`config.mk`:
```
export PLATFORM = sky130hd
export DESIGN_NAME = s2p
export DESIGN_NICKNAME = d
export VERILOG_FILES = /design/src/rtl/s2p.sv
export SDC_FILE = /design/constraint.sdc
export NUM_CORES = 1
export LEC_CHECK = 0
export ABC_CLOCK_PERIOD_IN_PS = 4000
export CAP_MARGIN = 0
export CORE_MARGIN = 5
export CORE_UTILIZATION = 30
export CTS_BUF_LIST = sky130_fd_sc_hd__clkbuf_16
export DETAILED_ROUTE_END_ITERATION = 7
export SLEW_MARGIN = 20
export SYNTH_ARGS = -nofsm -noshare
export SYNTH_HDL_FRONTEND = slang
export SYNTH_SLANG_ARGS = --single-unit
```
`constraint.sdc`:
```
create_clock -name clk -period 4 [get_ports clk]
set_input_delay 0.8 -clock clk [delete_from_list [all_inputs] [get_ports clk]]
set_output_delay 0.8 -clock clk [all_outputs]
set_load 0.01 [all_outputs]
```
`src/rtl/s2p.sv`:
```
// Serial-to-parallel deserializer: collects N qualified serial bits into a word
// and presents it on a double-buffered parallel valid/ready port.
module s2p #(
    parameter int N         = 8,
    parameter bit LSB_FIRST = 1'b1
) (
    input  logic         clk,
    input  logic         rstn,
    input  logic         s_data,
    input  logic         s_valid,
    output logic         s_ready,
    output logic [N-1:0] p_data,
    output logic         p_valid,
    input  logic         p_ready
);

    localparam int CW = $clog2(N);
    localparam logic [CW-1:0] CNT_LAST = CW'(N - 1);

    logic [CW-1:0] cnt_q, cnt_d;
    logic [N-1:0]  sr_q, sr_d;
    logic          full_q, full_d;
    logic [N-1:0]  p_data_q, p_data_d;
    logic          p_valid_q, p_valid_d;

    logic [N-1:0]  word;
    logic          xfer;
    logic          complete;
    logic          out_free;
    logic          drain;

    generate
        if (LSB_FIRST) begin : g_lsb
            assign word = {s_data, sr_q[N-1:1]};
        end else begin : g_msb
            assign word = {sr_q[N-2:0], s_data};
        end
    endgenerate

    // s_ready depends only on the full flop, so no combinational path reaches it.
    assign s_ready  = !full_q;
    assign xfer     = s_valid && !full_q;
    assign complete = xfer && (cnt_q == CNT_LAST);
    assign out_free = !p_valid_q || p_ready;
    assign drain    = p_valid_q && p_ready;

    always_comb begin
        cnt_d     = cnt_q;
        sr_d      = sr_q;
        full_d    = full_q;
        p_data_d  = p_data_q;
        p_valid_d = p_valid_q;

        if (xfer) begin
            sr_d  = word;
            cnt_d = complete ? '0 : cnt_q + 1'b1;
        end

        if (full_q) begin
            // The held word lives in sr; it moves out as soon as the output drains.
            if (drain) begin
                p_data_d  = sr_q;
                p_valid_d = 1'b1;
                full_d    = 1'b0;
            end
        end else if (complete) begin
            if (out_free) begin
                p_data_d  = word;
                p_valid_d = 1'b1;
            end else begin
                full_d = 1'b1;
            end
        end else if (drain) begin
            p_valid_d = 1'b0;
        end
    end

    always_ff @(posedge clk or negedge rstn) begin
        if (!rstn) begin
            cnt_q     <= '0;
            sr_q      <= '0;
            full_q    <= 1'b0;
            p_data_q  <= '0;
            p_valid_q <= 1'b0;
        end else begin
            cnt_q     <= cnt_d;
            sr_q      <= sr_d;
            full_q    <= full_d;
            p_data_q  <= p_data_d;
            p_valid_q <= p_valid_d;
        end
    end

    assign p_data  = p_data_q;
    assign p_valid = p_valid_q;

endmodule

```
==> flow_metrics.tcl <==
set metrics [dict create \
    final.fill_count 316 \
    drtIter0Drc 18 \
    drc 0 \
    synthCells 65 \
    clkPwrFrac_pct 21.2 \
    antenna_found_initial 0 \
    max_stage_delay_ps 660 \
    end_kind "output port" \
    status "finished clean" \
    slew_violations 0 \
    min_period_ps 2290 \
    cts_sinks 21 \
    cp.arrival_ps 1490 \
    antenna_cells 0 \
    tightest_slew_ps 522 \
    period_share_pct 57.3 \
    slew_headroom_pct 65.2 \
    worst_slack_ps 1710 \
    first_pass_iters 2 \
    worstSetupPathType "register to output port" \
    postCtsHoldBufs 0 \
    yosys.area.top_type "dfrtp_1" \
    antenna_left 0 \
    grt_pass1_vias 573 \
    syn-cell-area_um2 957 \
    ctsHtreeMaxLevel 1 \
    synth_cell_type_count 15 \
    grt_pass1_wl_um 2660 \
    yosysTopAreaCellShare_pct 54.9 \
    crit_fanout 14 \
    max_freq_mhz 436 \
    switchingPower_w 0.000273 \
    worstPathBufferInverterCount 2 \
    worstSkewPairLatency_ps 250 \
    fp.dieW_um 66.5 \
    clkTransAtPathRegs_ps 60 \
    dp_cells 121 \
    cts_tree "built" \
    track_usage_pct 8.05 \
    cts_buffers 3 \
    slowest_stage "dfrtp_1" \
    yosysWarnings 0 \
    cts_setup_buffers 0 \
    io_buffer_count 14 \
    core_um2 3050 \
    rsz0062_at_grt "false" \
    power.leakage_nw 0.526 \
    cellPowerDensity_nw_per_um2 794 \
    critPathTopFamily "flip-flops" \
    synthesis.nets 72 \
    yosys_register_bits 21 \
    start_kind "register" \
    regArea_um2 526 \
    dr_total_vias 552 \
    start_util_pct 31.4 \
    clockRootBuffer "clkbuf_16" \
    cp.required_ps 3200 \
    grt-ovfl-total 0 \
    worstPathCellList "inv_1, clkdlybuf4s50_1" \
    multiInputGateArea_um2 405 \
    hold_viol 0 \
    drive_gt1_share_pct 38.3 \
    layout_commonest_cell "mux2_2" \
    power_frac_seq_pct 41.7 \
    cts_buffer_depth 2 \
    startpoint "full_q$_DFF_PN0_" \
    die_area_um2 4420 \
    synth_top_cells_by_area "dfrtp_1 (55%), mux2_2 (29%), ha_1 (2.6%)" \
    grt_max_degree 22 \
    final_nets 89 \
    area_growth_pct 26.1 \
    finClkSkew_ps 1.41 \
    place_ws_ps 1710 \
    hp-class "input pin to asynchronous set/reset pin" \
    wirelength_um 1530 \
    final_cell_mix "mux2_2 (25), dfrtp_1 (21), clkdlybuf4s50_1 (13)" \
    rr_startpoint "cnt_q[0]$_DFFE_PN0P_" \
    synth-seq-area-share_pct 54.9 \
    switching_share_pct 28.5 \
    intPower_w 0.000686 \
    avgSynthCellArea_um2 14.7 \
    rows 20 \
    final_cells 125 \
    wl_per_cell_um 12.3 \
    holdWs_ps 497 \
    peakVddDrop_mv 0.412 \
    hpwl_um 1110 \
    routabilityCongestion 0.637 \
    drv_cap 0 \
    die_h_um 66.5 \
    io_pins 15 \
    fin_setup_tns_ps 0 \
    post_drt_via_cell_ratio 4.42 \
    p_comb_share_pct 37.1 \
    post_cts_resized 0 \
    setup_viol 0 \
]
[power groups by stage]
stage | combinational, W | sequential [W] | clock, W
finish | 0.000356 | 0.000400 | 0.000203
global route | 0.000389 | 0.000418 | 0.000221
CTS | 0.000365 | 0.000404 | 0.000210
detailed placement | 0.000363 | 0.000408 | 0
global placement | 0.000354 | 0.000404 | 0
floorplan | 0.000236 | 0.000394 | 0
[metrics by stage]
stage | utilization, % | cell area, um^2 | total power [W]
after floorplan | - | 957 | 0.000630
final | 39.5 | 1210 | 0.000959
after CTS | 39.7 | 1210 | 0.000978
after detailed placement | 37.1 | 1130 | 0.000771
after global placement | 37.1 | 1130 | 0.000758
after global routing | 39.5 | 1210 | 0.00103
[final timing paths]
kind                                    endpoint  slack [ps]  cells after the start
min in group clk            cnt_q[2]$_DFFE_PN0P_         500                      2
max in group asynchronous    sr_q[3]$_DFFE_PN0P_        3180                      1
max                                      s_ready        1710                      2
min reg2reg                 cnt_q[2]$_DFFE_PN0P_         500                      2
min                             full_q$_DFF_PN0_         500                      1
max reg2reg                p_data[5]$_DFFE_PN0P_        2310                      5
[cell usage after synthesis]
master / n
mux2_2: 25
o21ai_0: 2
a21o_1: 1
inv_1: 2
nor3_1: 1
ha_1: 2
nand2_1: 3
nand3b_4: 1
a31oi_1: 1
nand2b_1: 2
dfrtp_1: 21
a22oi_4: 1
buf_4: 1
a21oi_1: 1
buf_6: 1
[state kept, by name, summed over array words and instances, names as in the netlist]
register	flops
cnt_q	3
full_q	1
p_data	8
p_valid	1
sr_q	8
[cell type report]
| class | instances | share of cell area [%] |
|---|---|---|
| sequential | 21 | 43.5 |
| multi-input combinational | 40 | 33.6 |
| timing repair buffer | 14 | 11.2 |
| clock buffer | 3 | 6.22 |
| tap | 44 | 4.56 |
| inverter | 2 | 0.622 |
| clock inverter | 1 | 0.311 |
[logic make-up after synthesis]
group	after synthesis	share of synthesized area, %
mux	25	29.4
flops	21	54.9
simple gates	7	5.10
compound gates	6	5.23
buf+inv	4	2.75
fa+ha+maj	2	2.61
[per-layer routing]
| layer | share of wire, % | track usage [%] | wire, um | up-vias |
|---|---|---|---|---|
| met5 | 0 | 0 | 0 | - |
| met4 | 1.8 | 3.05 | 28 | 0 |
| met3 | 3.3 | 2.87 | 51 | 2 |
| met2 | 48 | 13.1 | 743 | 9 |
| met1 | 46 | 9.63 | 708 | 277 |
| li1 | - | - | - | 264 |
(Power assumes the default switching activity.)
